--- src/rtl/stage_memory.sv ---
// ---------------------------------------------------------------------------
// stage_memory : pipeline memory stage (load/store unit)
//
// Takes one operation from the execute stage, issues a single data-memory
// request for loads/stores, waits for the acknowledge with a bounded timeout,
// and reports completion with a one-cycle done pulse. Every output is
// registered.
//
// Optional feature: define MISALIGN_CHECK_EN to reject halfword accesses at
// odd addresses and word accesses at non-word-aligned addresses. The access
// completes without a memory request and reports misaligned=1.
//
// Parameter
//   TIMEOUT     : max REQ cycles waiting for dmem_ack (1..255)
// Ports
//   clk, reset  : clock, synchronous active-high reset
//   start       : execute stage presents an operation (honoured in IDLE only)
//   alu_result  : byte address
//   store_data  : rs2 data for stores
//   mem_read    : load operation
//   mem_write   : store operation (neither set = non-memory instruction)
//   funct3      : 000 B, 001 H, 010 W, 100 BU, 101 HU
//   dmem_req/we/addr/wdata/be : memory request, word-aligned address
//   dmem_ack/rdata            : memory response
//   busy        : stall, high in REQ and DONE
//   done        : one-cycle completion pulse
//   load_data   : extended load result
//   error       : illegal funct3 or timeout (valid with done)
//   misaligned  : misaligned access (valid with done)
// ---------------------------------------------------------------------------
module stage_memory #(
  parameter int unsigned TIMEOUT = 16
) (
  input  logic        clk,
  input  logic        reset,
  input  logic        start,
  input  logic [31:0] alu_result,
  input  logic [31:0] store_data,
  input  logic        mem_read,
  input  logic        mem_write,
  input  logic [2:0]  funct3,
  output logic        dmem_req,
  output logic        dmem_we,
  output logic [31:0] dmem_addr,
  output logic [31:0] dmem_wdata,
  output logic [3:0]  dmem_be,
  input  logic        dmem_ack,
  input  logic [31:0] dmem_rdata,
  output logic        busy,
  output logic        done,
  output logic [31:0] load_data,
  output logic        error,
  output logic        misaligned
);

  localparam int unsigned CNT_W = 8;

  typedef enum logic [1:0] {IDLE, REQ, DONE} state_t;

  state_t           r_state;
  logic [CNT_W-1:0] r_cnt;
  logic [1:0]       r_lane;
  logic [2:0]       r_f3;
  logic             r_is_load;

  state_t           w_state_nxt;
  logic [CNT_W-1:0] w_cnt_nxt;
  logic             w_latch;
  logic             w_req_nxt;
  logic             w_we_nxt;
  logic [31:0]      w_addr_nxt;
  logic [31:0]      w_wdata_nxt;
  logic [3:0]       w_be_nxt;
  logic             w_done_nxt;
  logic [31:0]      w_ld_nxt;
  logic             w_err_nxt;
  logic             w_mis_nxt;

  logic             w_is_mem;
  logic             w_is_load;
  logic             w_illegal;
  logic             w_misal;
  logic [3:0]       w_be;
  logic [31:0]      w_wdata;
  logic [7:0]       w_byte;
  logic [15:0]      w_half;
  logic [31:0]      w_ext;
  logic             w_timeout;

  // Decode of the incoming operation; mem_read wins if both are set
  assign w_is_mem  = mem_read | mem_write;
  assign w_is_load = mem_read;
  assign w_illegal = (funct3 == 3'b011) || (funct3 == 3'b110) || (funct3 == 3'b111) ||
                     (!w_is_load && funct3[2]);

`ifdef MISALIGN_CHECK_EN
  assign w_misal = ((funct3[1:0] == 2'b01) && alu_result[0]) ||
                   ((funct3[1:0] == 2'b10) && (alu_result[1:0] != 2'b00));
`else
  assign w_misal = 1'b0;
`endif

  // Byte enables and lane-replicated store data from the incoming operation
  always_comb begin
    w_be    = 4'b1111;
    w_wdata = store_data;
    case (funct3[1:0])
      2'b00: begin
        w_be    = 4'b0001 << alu_result[1:0];
        w_wdata = {4{store_data[7:0]}};
      end
      2'b01: begin
        w_be    = 4'b0011 << {alu_result[1], 1'b0};
        w_wdata = {2{store_data[15:0]}};
      end
      default: ;
    endcase
  end

  // Lane select and extension of the returned read data
  assign w_byte = 8'(dmem_rdata >> {r_lane, 3'b000});
  assign w_half = r_lane[1] ? dmem_rdata[31:16] : dmem_rdata[15:0];

  always_comb begin
    case (r_f3)
      3'b000:  w_ext = {{24{w_byte[7]}}, w_byte};
      3'b100:  w_ext = {24'd0, w_byte};
      3'b001:  w_ext = {{16{w_half[15]}}, w_half};
      3'b101:  w_ext = {16'd0, w_half};
      default: w_ext = dmem_rdata;
    endcase
  end

  // Timeout fires on the REQ cycle that would bring the wait count to TIMEOUT
  assign w_timeout = (({1'b0, r_cnt} + 9'd1) == 9'(TIMEOUT));

  // Next-state and next-output logic
  always_comb begin
    w_state_nxt = r_state;
    w_cnt_nxt   = r_cnt;
    w_latch     = 1'b0;
    w_req_nxt   = 1'b0;
    w_we_nxt    = 1'b0;
    w_addr_nxt  = 32'd0;
    w_wdata_nxt = 32'd0;
    w_be_nxt    = 4'd0;
    w_done_nxt  = 1'b0;
    w_ld_nxt    = load_data;
    w_err_nxt   = 1'b0;
    w_mis_nxt   = 1'b0;

    case (r_state)
      IDLE: begin
        if (start) begin
          w_latch = 1'b1;
          if (!w_is_mem) begin
            w_state_nxt = DONE;
            w_done_nxt  = 1'b1;
          end else if (w_illegal) begin
            w_state_nxt = DONE;
            w_done_nxt  = 1'b1;
            w_err_nxt   = 1'b1;
          end else if (w_misal) begin
            w_state_nxt = DONE;
            w_done_nxt  = 1'b1;
            w_mis_nxt   = 1'b1;
            w_ld_nxt    = 32'd0;
          end else begin
            w_state_nxt = REQ;
            w_cnt_nxt   = '0;
            w_req_nxt   = 1'b1;
            w_we_nxt    = !w_is_load;
            w_addr_nxt  = {alu_result[31:2], 2'b00};
            w_be_nxt    = w_be;
            w_wdata_nxt = w_is_load ? 32'd0 : w_wdata;
          end
        end
      end
      REQ: begin
        if (dmem_ack) begin
          w_state_nxt = DONE;
          w_done_nxt  = 1'b1;
          if (r_is_load) w_ld_nxt = w_ext;
        end else if (w_timeout) begin
          w_state_nxt = DONE;
          w_done_nxt  = 1'b1;
          w_err_nxt   = 1'b1;
          w_ld_nxt    = 32'd0;
        end else begin
          w_cnt_nxt   = r_cnt + CNT_W'(1);
          w_req_nxt   = 1'b1;
          w_we_nxt    = dmem_we;
          w_addr_nxt  = dmem_addr;
          w_be_nxt    = dmem_be;
          w_wdata_nxt = dmem_wdata;
        end
      end
      DONE: begin
        w_state_nxt = IDLE;
      end
      default: begin
        w_state_nxt = IDLE;
      end
    endcase
  end

  // State, latched operation and registered outputs
  always_ff @(posedge clk) begin
    if (reset) begin
      r_state    <= IDLE;
      r_cnt      <= '0;
      r_lane     <= 2'd0;
      r_f3       <= 3'd0;
      r_is_load  <= 1'b0;
      dmem_req   <= 1'b0;
      dmem_we    <= 1'b0;
      dmem_addr  <= 32'd0;
      dmem_wdata <= 32'd0;
      dmem_be    <= 4'd0;
      busy       <= 1'b0;
      done       <= 1'b0;
      load_data  <= 32'd0;
      error      <= 1'b0;
      misaligned <= 1'b0;
    end else begin
      r_state    <= w_state_nxt;
      r_cnt      <= w_cnt_nxt;
      if (w_latch) begin
        r_lane    <= alu_result[1:0];
        r_f3      <= funct3;
        r_is_load <= w_is_load;
      end
      dmem_req   <= w_req_nxt;
      dmem_we    <= w_we_nxt;
      dmem_addr  <= w_addr_nxt;
      dmem_wdata <= w_wdata_nxt;
      dmem_be    <= w_be_nxt;
      busy       <= (w_state_nxt != IDLE);
      done       <= w_done_nxt;
      load_data  <= w_ld_nxt;
      error      <= w_err_nxt;
      misaligned <= w_mis_nxt;
    end
  end

endmodule

--- config.mk ---
export PLATFORM = sky130hd
export DESIGN_NAME = stage_memory
export DESIGN_NICKNAME = d
export VERILOG_FILES = /design/src/rtl/stage_memory.sv
export SDC_FILE = /design/constraint.sdc
export NUM_CORES = 1
export LEC_CHECK = 0
export CORE_MARGIN = 2
export CORE_UTILIZATION = 47
export CTS_CLUSTER_SIZE = 24
export DETAILED_ROUTE_END_ITERATION = 8
export PLACE_DENSITY = 0.9
export SYNTH_ARGS = -nofsm -noshare
export SYNTH_HDL_FRONTEND = slang
export SYNTH_SLANG_ARGS = --single-unit
--- constraint.sdc ---
create_clock -name clk -period 3.79 [get_ports clk]
set_input_delay 0.5685 -clock clk [delete_from_list [all_inputs] [get_ports clk]]
set_output_delay 0.5685 -clock clk [all_outputs]
set_load 0.02 [all_outputs]
==> impl_summary.log, run 1 <==
INFO  metric cts_inserted_buffers = 17
INFO  metric pwr_density_cell = 429 nW/µm²
INFO  metric antenna_violating_nets_post_route = 0
INFO  metric grt.busiest_layer = met2
INFO  metric ys_warn_count = 0
INFO  metric path_delay_family = simple AND/OR/NAND/NOR gates
INFO  metric globalRouteMet1Util = 0.329
INFO  metric groute.usage.overall = 0.286
INFO  metric placed_cell_area = 7380 µm²
INFO  metric crit_path_max_fanout = 17
INFO  metric dieArea = 12000 µm²
INFO  metric max_slew.worst_pin.slew = 1.15 ns
INFO  metric clock_sinks = 119
INFO  metric number_of_instances_in_the_synthesized_netlist = 543
INFO  metric antenna_violations_before_repair = 0
INFO  metric floorplan.io_pins = 211
INFO  metric area_growth = 52.3%
INFO  metric cts.hold.buffers_added = 0
INFO  metric clk_root_buffer_cell = sky130_fd_sc_hd__clkbuf_8
INFO  metric finalClockSkew = 0.0140 ns
INFO  metric cp_cell_sequence = clkdlybuf4s50_1 -> nor3b_2 -> buf_4 -> o211ai_1 -> or2_1 -> nor2_4 -> a22o_1
INFO  metric tns = 0 ns
INFO  metric die_width = 110 µm
INFO  metric portBuffers = 207
INFO  metric detailedPlace.worstSlack = 0.912 ns
INFO  metric route.detailed.wl_per_inst = 19.3 µm
INFO  metric global_route.usage.met2 = 0.490
INFO  metric start_util = 0.483
INFO  metric static-leakage-power = 3.09 nW
INFO  metric grt_setup_unrepaired = false
INFO  metric tritoncts_clock_tree = done
INFO  metric synth.top_cells.by_area = sky130_fd_sc_hd__dfxtp_1, sky130_fd_sc_hd__mux2i_1, sky130_fd_sc_hd__a22o_1, sky130_fd_sc_hd__o2bb2ai_1, sky130_fd_sc_hd__nand2b_1
INFO  metric critical_path.n_buffers_inverters = 2
INFO  metric final-hold-violation-count = 0
INFO  metric pin_count_of_the_biggest_net_entering_global_routing = 68
INFO  metric nNetsFinal = 842
INFO  metric synth_top_flop_cell = sky130_fd_sc_hd__dfxtp_1
INFO  metric core_region = 10900 µm²
INFO  metric drt_wl_total = 17200 µm
INFO  metric yosysTopAreaCell = sky130_fd_sc_hd__dfxtp_1
INFO  metric worstSkewPairLatency = 0.51 ns
INFO  metric drc = 0
INFO  metric timing_worst_setup_path_type = in -> reg
INFO  metric place.gp.congestion = 0.903
INFO  metric timing.critical_path.from_type = input port
INFO  metric required = 4.23 ns
INFO  metric yosys_register_bits = 119
INFO  metric cts-resized-gates = 0
INFO  metric finalWorstPathRequiredPeriod = 2.43 ns
INFO  metric cp_data_arrival_time = 2.87 ns
INFO  metric timing.fmax = 0.411 GHz
INFO  metric ctsLongestPathBuffers = 2
INFO  metric slowest_delay = 0.49 ns
INFO  metric filler_cell_count = 774
INFO  metric master_of_the_slowest_instance_on_the_critical_path = sky130_fd_sc_hd__clkdlybuf4s50_1
INFO  metric worst_ir_drop_vdd = 0.297 mV
INFO  metric finalSetupViolations = 0
INFO  metric drt_first_iter_violations = 334
INFO  metric critPathCaptureType = flip-flop
INFO  metric post-dp-hpwl = 11900 µm
INFO  metric number_of_global_route_vias_before_repair = 5212
INFO  metric grt_pass1_wl = 26300 µm
INFO  metric avgSynthCellArea = 9.68 µm²
INFO  metric synth_enable_flop_cells = 0
INFO  metric htreeDepth = 4
INFO  metric clk_pin_slew = 0.06 ns
INFO  metric total_power_consumption = 3.44 mW
INFO  metric drv.max_cap_violation_count = 0
INFO  metric syn_area = 5260 µm²
INFO  metric synthArstFlopShare = 0
INFO  metric total_setup_buffers_inserted_after_cts = 0
INFO  metric worst_slew_margin_rel = 0.231
INFO  metric route.vias.total = 5089
INFO  metric num_rows = 38
INFO  metric finish.instance_area = 8010 µm²
INFO  metric synth_cell_type_count = 50
INFO  metric finalWorstSetupSlack = 1.36 ns
INFO  metric min_period_over_period = 0.642
INFO  metric netlist.area_leader.share = 0.453
INFO  metric chipHeight = 110 µm
INFO  metric maxSlewViolCount = 0
INFO  metric status = completed
INFO  metric detail_route.first_pass.iterations = 5
INFO  metric worstHoldPathType = reg -> reg
INFO  metric drive_above_1_share = 0.0814
INFO  metric grt_use_met3 = 0.0954
INFO  metric yosysSeqAreaShare = 0.453
INFO  metric grt_overflow_total = 0
INFO  metric diodes = 0
INFO  metric routed_via_density = 5.72
==> synth_stat cells (2+ instances only) <==
master,n
sky130_fd_sc_hd__a21oi_1,30
sky130_fd_sc_hd__inv_1,8
sky130_fd_sc_hd__o2bb2ai_1,25
sky130_fd_sc_hd__mux2i_1,49
sky130_fd_sc_hd__a22oi_1,3
sky130_fd_sc_hd__nand2b_1,34
sky130_fd_sc_hd__o31ai_1,3
sky130_fd_sc_hd__buf_2,13
sky130_fd_sc_hd__clkbuf_1,18
sky130_fd_sc_hd__a22o_1,49
sky130_fd_sc_hd__nor2_1,31
sky130_fd_sc_hd__buf_4,6
sky130_fd_sc_hd__o221ai_1,9
sky130_fd_sc_hd__a2111oi_4,2
sky130_fd_sc_hd__a21o_1,2
sky130_fd_sc_hd__a211oi_1,4
sky130_fd_sc_hd__a31oi_1,3
sky130_fd_sc_hd__nor3_1,5
sky130_fd_sc_hd__dfxtp_1,119
sky130_fd_sc_hd__o21ai_0,15
sky130_fd_sc_hd__o21ai_1,2
sky130_fd_sc_hd__or3_1,2
sky130_fd_sc_hd__nand2_1,37
sky130_fd_sc_hd__mux2_2,6
sky130_fd_sc_hd__buf_1,5
sky130_fd_sc_hd__a221oi_1,7
sky130_fd_sc_hd__or2_2,4
sky130_fd_sc_hd__nand3_1,13
sky130_fd_sc_hd__nor2b_1,18
==> path summary, 6_finish.rpt <==
kind / from / endpoint / slack [ns] / cells past startpoint
worst max-delay path: start / dmem_wdata[31] / 1.36 / 7
worst min-delay path: dmem_we / dmem_we / 0.46 / 1
worst max register to register: r_f3[1] / load_data[21] / 1.43 / 4
worst min register to register: dmem_we / dmem_we / 0.46 / 1
==> where the power goes <==
part / total, mW / internal, mW / switching (mW) / leakage, nW
Sequential: 1.31 / 1.28 / 0.0319 / 0.963
Combinational: 0.415 / 0.218 / 0.197 / 1.82
Clock: 1.71 / 1.09 / 0.626 / 0.310
==> kinds of logic (layout without fill, tap and decap cells) <==
kind of cell / count (synthesis) / in the layout / share of synthesized area
mux: 57 / 57 / 0.113
fa+ha+maj: 1 / 1 / 0.00238
simple gates: 154 / 154 / 0.151
other cells: 1 / 3 / 0.000713
buf+inv: 52 / 256 / 0.0462
flops: 119 / 119 / 0.453
compound gates: 159 / 159 / 0.233
==> area by class of cell <==
type	count	area (µm²)	area share
multi-input combinational	374	2650	0.331
sequential	119	2380	0.298
timing repair buffer	216	2140	0.267
clock buffer	17	414	0.0517
clock inverter	15	215	0.0269
inverter	8	30.0	0.00375
tap	140	175	0.0219
==> cells in the final DEF, fill, tap and decap left out, types with 3 or more instances in the layout <==
master                            Yosys  final
sky130_fd_sc_hd__o2bb2ai_1           25     25
sky130_fd_sc_hd__a22oi_1              3      3
sky130_fd_sc_hd__nor2_1              31     29
sky130_fd_sc_hd__clkdlybuf4s50_1      0    207
sky130_fd_sc_hd__inv_6                0      5
sky130_fd_sc_hd__dfxtp_1            119    119
sky130_fd_sc_hd__nor3_1               5      5
sky130_fd_sc_hd__nand2_1             37     37
sky130_fd_sc_hd__or2_2                4      4
sky130_fd_sc_hd__o21ai_0             15     15
sky130_fd_sc_hd__inv_1                8      8
sky130_fd_sc_hd__mux2_2               6      6
sky130_fd_sc_hd__mux2i_1             49     49
sky130_fd_sc_hd__nand2b_1            34     34
sky130_fd_sc_hd__nand3_1             13     13
sky130_fd_sc_hd__nor2b_1             18     18
sky130_fd_sc_hd__bufinv_16            0      4
sky130_fd_sc_hd__a31oi_1              3      3
sky130_fd_sc_hd__o31ai_1              3      3
sky130_fd_sc_hd__a221oi_1             7      7
sky130_fd_sc_hd__a22o_1              49     49
sky130_fd_sc_hd__buf_4                6      9
sky130_fd_sc_hd__a21oi_1             30     30
sky130_fd_sc_hd__conb_1               1      3
sky130_fd_sc_hd__o221ai_1             9      9
sky130_fd_sc_hd__a211oi_1             4      4
sky130_fd_sc_hd__clkbuf_16            0     16
sky130_fd_sc_hd__clkinv_4             0      4
==> layer usage <==
layer,routed length [µm],vias to the layer above,share of wire
met3,1580,33,0.092
li1,-,2369,-
met2,8410,264,0.49
met4,391,0,0.023
met1,6780,2423,0.40
met5,0,-,0
==> stage by stage <==
step,utilization,instances,hold slack (ns)
after global routing,0.735,889,0.487
after detailed placement,0.678,857,0.447
after global placement,0.678,857,0.439
after CTS,0.735,889,0.467
after floorplan,-,545,0.460
final,0.735,889,0.464
==> registers in the layout, indices dropped and copies added, names as in the netlist, 2 cells and up <==
register    cells
dmem_wdata     32
r_f3            3
dmem_addr      30
load_data      32
r_state         2
r_lane          2
r_cnt           8
dmem_be         4
(Power assumes the default switching activity.)
==> run 2, diff against run 1 <==
CORE_UTILIZATION = 44   (was 47)
PLACE_DENSITY = 0.85   (was 0.9)
clock period = 2.5 ns   (was 3.79 ns; I/O delays follow)
==> impl_summary.log, run 2 (synthesized netlist as in run 1, its figures left out) <==
INFO  metric status = completed
INFO  metric multiInputGateArea = 2650 µm² (unchanged)
INFO  metric worst_slew_margin_rel = 0.410 (+0.179)
INFO  metric route.vias.total = 5086 (-0.059%)
INFO  metric cts.hold.buffers_added = 0 (unchanged)
INFO  metric routed_via_density = 5.63 (-1.6%)
INFO  metric min_period_over_period = 0.808
INFO  metric final-hold-violation-count = 0 (unchanged)
INFO  metric finalSetupViolations = 0 (unchanged)
INFO  metric route.detailed.wl_per_inst = 18.8 µm (-2.8%)
INFO  metric tritoncts_clock_tree = done
INFO  metric finalClockSkew = 0.0106 ns (-0.00341 ns)
INFO  metric core_region = 11500 µm² (+5.8%)
INFO  metric clk_root_buffer_cell = sky130_fd_sc_hd__clkbuf_16
INFO  metric worstHoldPathType = reg -> reg
INFO  metric ctsLongestPathBuffers = 2 (unchanged)
INFO  metric static-leakage-power = 3.13 nW (+1.2%)
INFO  metric reg_top3 = dmem_wdata: 32 flops, load_data: 32 flops, dmem_addr: 30 flops
INFO  metric drt_first_iter_violations = 428 (+28%)
INFO  metric max_slew.worst_pin.slew = 0.882 ns (-0.267 ns)
INFO  metric fraction_of_power_consumed_by_the_clock_network = 0.475 (-0.023)
INFO  metric finalWorstPathRequiredPeriod = 2.02 ns
INFO  metric master_of_the_slowest_instance_on_the_critical_path = sky130_fd_sc_hd__dfxtp_1
INFO  metric cts-resized-gates = 0 (unchanged)
INFO  metric drt_wl_total = 16900 µm (-1.2%)
INFO  metric start_util = 0.457 (-0.0263)
INFO  metric power.sequential.fraction = 0.395 (+0.014)
INFO  metric timing.critical_path.from_type = flip-flop
INFO  metric timing.hold.ws = 0.471 ns (+0.00681 ns)
INFO  metric nNetsFinal = 853 (+1.3%)
INFO  metric cts_inserted_buffers = 17 (unchanged)
INFO  metric total_power_consumption = 5.00 mW (+46%)
INFO  metric antenna_violations_before_repair = 1 (+1)
INFO  metric most-common-layout-cells = sky130_fd_sc_hd__clkdlybuf4s50_1, sky130_fd_sc_hd__dfxtp_1, sky130_fd_sc_hd__a22o_1, sky130_fd_sc_hd__mux2i_1, sky130_fd_sc_hd__nand2_1
INFO  metric place.gp.congestion = 0.878 (-2.8%)
INFO  metric cp_data_arrival_time = 2.31 ns (-0.56 ns)
INFO  metric power.combinational.fraction = 0.130 (+0.009)
INFO  metric regArea = 2380 µm² (unchanged)
INFO  metric post-dp-hpwl = 12400 µm (+4.2%)
INFO  metric groute.usage.overall = 0.262 (-0.0244)
INFO  metric cp_cell_sequence = nor2b_1 -> nand2_1 -> o221ai_1 -> nor2_1 -> mux2_2
INFO  metric clk_pin_slew = 0.06 ns (about the same)
INFO  metric detail_route.first_pass.iterations = 5 (unchanged)
INFO  metric slowest_delay = 0.51 ns (+0.02 ns)
INFO  metric critPathCaptureType = flip-flop
INFO  metric diodes = 0 (unchanged)
INFO  metric maxSlewViolCount = 0 (unchanged)
INFO  metric required = 2.79 ns (-1.44 ns)
INFO  metric p_switching = 1.25 mW (+46%)
INFO  metric timing.fmax = 0.495 GHz
INFO  metric filler_cell_count = 837 (+8.1%)
INFO  metric portBuffers = 207 (unchanged)
INFO  metric area_growth = 53.5%
INFO  metric power_switching_share = 0.249 (+0.000388)
INFO  metric intPower = 3.76 mW (+46%)
INFO  metric die_width = 113 µm (+3.2%)
INFO  metric floorplan.io_pins = 211 (unchanged)
INFO  metric chipHeight = 113 µm (+3.2%)
INFO  metric htreeDepth = 4 (unchanged)
INFO  metric num_rows = 39 (+2.6%)
INFO  metric crit_path_max_fanout = 8 (-9)
INFO  metric antenna_violating_nets_post_route = 0 (unchanged)
INFO  metric tns = 0 ns (unchanged)
INFO  metric drive_above_1_share = 0.0934 (+0.0120)
INFO  metric drv.max_cap_violation_count = 0 (unchanged)
INFO  metric layout.cells.most_common = sky130_fd_sc_hd__clkdlybuf4s50_1
INFO  metric drc = 0 (unchanged)
INFO  metric number_of_global_route_vias_before_repair = 5154 (-1.1%)
INFO  metric worstSkewPairLatency = 0.41 ns (-0.10 ns)
INFO  metric pwr_density_cell = 620 nW/µm² (+44%)
INFO  metric pin_count_of_the_biggest_net_entering_global_routing = 46 (-32%)
INFO  metric grt_setup_unrepaired = false
INFO  metric clock_sinks = 119 (unchanged)
INFO  metric grt_overflow_total = 0 (unchanged)
INFO  metric total_setup_buffers_inserted_after_cts = 0 (unchanged)
INFO  metric timing_worst_setup_path_type = reg -> reg
INFO  metric worst_ir_drop_vdd = 0.488 mV (+64%)
INFO  metric dieArea = 12800 µm² (+6.6%)
INFO  metric grt_pass1_wl = 26400 µm (+0.34%)
[run 2: final cells by class]
cell class | instances | area share
well taps | 143 | 0.0222
multi-input cells | 374 | 0.328
inverters | 8 | 0.00372
clock buffers | 18 | 0.0532
flip-flops and latches | 119 | 0.295
clock inverters | 14 | 0.0188
repair buffers | 227 | 0.278
[run 2: worst paths after layout]
check	startpoint	slack (ns)	endpoint	cells past startpoint
setup / recovery	r_lane[1]	0.48	load_data[2]	5
hold reg to reg	dmem_wdata[13]	0.47	dmem_wdata[13]	1
setup reg to reg	r_lane[1]	0.48	load_data[2]	5
hold / removal	dmem_wdata[13]	0.47	dmem_wdata[13]	1
[run 2: critical path: cells and delay by family, from the launching register on]
family             cells  cell delay [ns]
and+or+nand+nor        3             0.85
muxes                  1             0.26
AOI/OAI and AO/OA      1             0.29
DFF                    1             0.51
[run 2: power groups by stage]
stage | Clock (mW) | Sequential [mW] | Combinational [mW]
floorplan | 0 | 2.04 | 0.289
global route | 2.50 | 1.98 | 0.694
CTS | 2.42 | 1.98 | 0.644
detailed placement | 0 | 2.02 | 0.638
global placement | 0 | 2.01 | 0.627
finish | 2.38 | 1.98 | 0.648
[run 2: per-layer routing]
| metal | vias up | routed length [µm] | GRT usage |
|---|---|---|---|
| met5 | - | 13 | 0 |
| met4 | 2 | 546 | 0.117 |
| met3 | 46 | 1650 | 0.106 |
| met2 | 296 | 7750 | 0.425 |
| met1 | 2356 | 6970 | 0.304 |
| li1 | 2386 | - | - |
[run 2: per-stage QoR]
step | area, µm² | setup slack (ns) | cells | utilization
global placement | 7490 | 0.320 | 871 | 0.650
global route | 8070 | 0.342 | 903 | 0.701
CTS | 8070 | 0.516 | 903 | 0.701
floorplan | 5270 | 0.833 | 545 | -
detailed placement | 7490 | 0.238 | 871 | 0.650
finish | 8070 | 0.479 | 903 | 0.701
==> run 3, diff against run 2 <==
CORE_UTILIZATION = 39   (was 44)
PLACE_DENSITY = 0.8   (was 0.85)
clock period = 1.8 ns   (was 2.5 ns; I/O delays follow)
==> impl_summary.log, run 3 (synthesized netlist as in run 1, its figures left out) <==
INFO  metric r2r_start = r_lane[1]
INFO  metric maxSlewViolCount = 0 (unchanged)
INFO  metric r2r_setup_slack = 0.04 ns (-0.43 ns)
INFO  metric routed_via_density = 5.33 (-5.3%)
INFO  metric path_delay_family = flip-flops
INFO  metric holdCritStartpoint = alu_result[21]
INFO  metric antenna_violating_nets_post_route = 0 (unchanged)
INFO  metric cp_cell_sequence = mux2i_1 -> or3_4 -> a2111oi_4 -> buf_4 -> clkbuf_16 -> a21oi_1 -> mux2i_1
INFO  metric timing.critical_path.from_type = flip-flop
INFO  metric worstSkewPairLatency = 0.41 ns (about the same)
INFO  metric worst_r2r_endpoint = load_data[16]
INFO  metric place.gp.congestion = 0.863 (-1.7%)
INFO  metric antenna_violations_before_repair = 0 (-1)
INFO  metric drt_first_iter_violations = 324 (-24%)
INFO  metric critical_path.n_buffers_inverters = 2 (+2)
INFO  metric intPower = 5.71 mW (+52%)
INFO  metric pwr_density_cell = 875 nW/µm² (+41%)
INFO  metric die_width = 120 µm (+6.0%)
INFO  metric min_period_over_period = 0.976 (+0.167)
INFO  metric final-hold-violation-count = 0 (unchanged)
INFO  metric worst-r2r-cell-count = 7 (+2)
INFO  metric master_of_the_slowest_instance_on_the_critical_path = sky130_fd_sc_hd__dfxtp_4
INFO  metric finalSetupViolations = 0 (unchanged)
INFO  metric ctsLongestPathBuffers = 2 (unchanged)
INFO  metric finish.instance_area = 8460 µm² (+4.8%)
INFO  metric critPathCaptureType = flip-flop
INFO  metric pin_count_of_the_biggest_net_entering_global_routing = 36 (-22%)
INFO  metric clk_root_buffer_cell = sky130_fd_sc_hd__clkbuf_16
INFO  metric drc = 0 (unchanged)
INFO  metric post-dp-hpwl = 12200 µm (-1.5%)
INFO  metric worst_ir_drop_vdd = 0.597 mV (+22%)
INFO  metric max_slew.worst_pin.slew = 0.876 ns (-0.00665 ns)
INFO  metric grt_overflow_total = 0 (unchanged)
INFO  metric worst_hold_path.endpoint = dmem_addr[21]
INFO  metric clock_sinks = 119 (unchanged)
INFO  metric status = completed
INFO  metric power.sequential.fraction = 0.370 (-0.025)
INFO  metric route.vias.total = 5136 (+0.98%)
INFO  metric static-leakage-power = 3.31 nW (+5.6%)
INFO  metric drive_above_1_share = 0.133 (+0.0400)
INFO  metric finalClockSkew = 0.00684 ns (-0.00372 ns)
INFO  metric crit_path_max_fanout = 8 (unchanged)
INFO  metric htreeDepth = 4 (unchanged)
INFO  metric most-common-layout-cells = sky130_fd_sc_hd__clkdlybuf4s50_1, sky130_fd_sc_hd__dfxtp_1, sky130_fd_sc_hd__a22o_1, sky130_fd_sc_hd__mux2i_1, sky130_fd_sc_hd__buf_4
INFO  metric detail_route.first_pass.iterations = 4 (-1)
INFO  metric tritoncts_clock_tree = done
INFO  metric finalWorstPathRequiredPeriod = 1.76 ns (-0.265 ns)
INFO  metric worst_slew_margin_rel = 0.414 (+0.00445)
INFO  metric fraction_of_power_consumed_by_the_clock_network = 0.501 (+0.026)
INFO  metric slowest_delay = 0.36 ns (-0.15 ns)
INFO  metric drv.max_cap_violation_count = 0 (unchanged)
INFO  metric dieArea = 14400 µm² (+12%)
INFO  metric layout.cells.most_common = sky130_fd_sc_hd__clkdlybuf4s50_1
INFO  metric cts_inserted_buffers = 17 (unchanged)
INFO  metric floorplan.io_pins = 211 (unchanged)
INFO  metric timing.hold.ws = 0.450 ns (-0.0208 ns)
INFO  metric drt_wl_total = 16600 µm (-1.7%)
INFO  metric grt_setup_unrepaired = true
INFO  metric groute.usage.overall = 0.231 (-0.0307)
INFO  metric clk_pin_slew = 0.06 ns (about the same)
INFO  metric timing_worst_setup_path_type = reg -> reg
INFO  metric filler_cell_count = 1074 (+28%)
INFO  metric nNetsFinal = 880 (+3.2%)
INFO  metric reg_top3 = dmem_wdata: 32 flops, load_data: 32 flops, dmem_addr: 30 flops
INFO  metric portBuffers = 207 (unchanged)
INFO  metric p_switching = 1.70 mW (+36%)
INFO  metric min_path_cells = 2 (+1)
INFO  metric timing.fmax = 0.569 GHz (+15%)
INFO  metric cts.hold.buffers_added = 0 (unchanged)
INFO  metric total_power_consumption = 7.40 mW (+48%)
INFO  metric num_rows = 42 (+7.7%)
INFO  metric number_of_global_route_vias_before_repair = 5162 (+0.16%)
INFO  metric worstHoldPathType = in -> reg
INFO  metric power_switching_share = 0.229 (-0.0201)
INFO  metric grt_pass1_wl = 26200 µm (-1.0%)
INFO  metric route.detailed.wl_per_inst = 17.3 µm (-7.8%)
INFO  metric placed_cell_area = 7750 µm² (+3.5%)
INFO  metric chipHeight = 120 µm (+6.0%)
INFO  metric crit_path_frequent_cell = sky130_fd_sc_hd__mux2i_1
INFO  metric final_core_util = 0.641 (-0.0594)
INFO  metric core_region = 13200 µm² (+15%)
INFO  metric diodes = 0 (unchanged)
INFO  metric power.combinational.fraction = 0.129 (about the same)
INFO  metric start_util = 0.399 (-0.0579)
INFO  metric area_growth = 60.9%
INFO  metric cp_data_arrival_time = 2.09 ns (-0.22 ns)
INFO  metric required = 2.14 ns (-0.65 ns)
INFO  metric cp_num_cells = 7 (+2)
[run 3: per-stage QoR]
step,setup slack (ns),instances,TNS [ns]
after CTS,0.0115,960,0
after global placement,-0.256,928,-16.53
final,0.0440,963,0
after detailed placement,-0.306,928,-17.75
after floorplan,0.133,545,0
after global routing,-0.0400,963,-0.146
[run 3: worst register-to-register path: stages, from the launching register on]
cell and delay [ns]:
sky130_fd_sc_hd__dfxtp_4 0.36, sky130_fd_sc_hd__mux2i_1 0.14, sky130_fd_sc_hd__or3_4 0.36, sky130_fd_sc_hd__a2111oi_4 0.29, sky130_fd_sc_hd__buf_4 0.20, sky130_fd_sc_hd__clkbuf_16 0.15
sky130_fd_sc_hd__a21oi_1 0.04, sky130_fd_sc_hd__mux2i_1 0.13
[run 3: layout make-up]
cell class                 count  area (µm²)  area share
multi-input combinational    374        2670       0.315
tap                          176         220      0.0260
clock buffer                  20         447      0.0528
sequential                   119        2390       0.282
inverter                       8        30.0     0.00355
clock inverter                12         200      0.0237
timing repair buffer         254        2500       0.296
[run 3: power by group through the flow]
stage	Clock (mW)	Sequential, mW	Combinational (mW)
final	3.71	2.74	0.957
after global routing	3.88	2.75	1.02
after CTS	3.76	2.74	0.943
after detailed placement	0	2.79	0.934
after global placement	0	2.79	0.919
after floorplan	0	2.83	0.401
[run 3: worst max-delay path by stage]
| stage | slack, ns | start | end |
|---|---|---|---|
| 2_1_floorplan | 0.13 | r_f3[0] | load_data[22] |
| 3_3_place_gp | -0.26 | funct3[2] | dmem_wdata[2] |
| 3_5_place_dp | -0.31 | dmem_rdata[23] | load_data[29] |
| 4_1_cts | 0.01 | r_cnt[0] | r_cnt[5] |
| 5_1_grt | -0.04 | r_lane[1] | load_data[21] |
| 6_report | 0.04 | r_lane[1] | load_data[16] |
[run 3: repair_timing]
item | CTS | global route
endpoints found under the setup margin | 27 | 64
resized for setup | 2 | 7
setup buffers | 0 | 2
cloned | 0 | 1
[run 3: metal layers]
| metal | GRT usage | up-vias | wire length [µm] |
|---|---|---|---|
| li1 | - | 2452 | - |
| met1 | 0.271 | 2456 | 7060 |
| met2 | 0.381 | 202 | 7950 |
| met3 | 0.0832 | 26 | 1360 |
| met4 | 0.0963 | 0 | 281 |
| met5 | 0 | - | 0 |
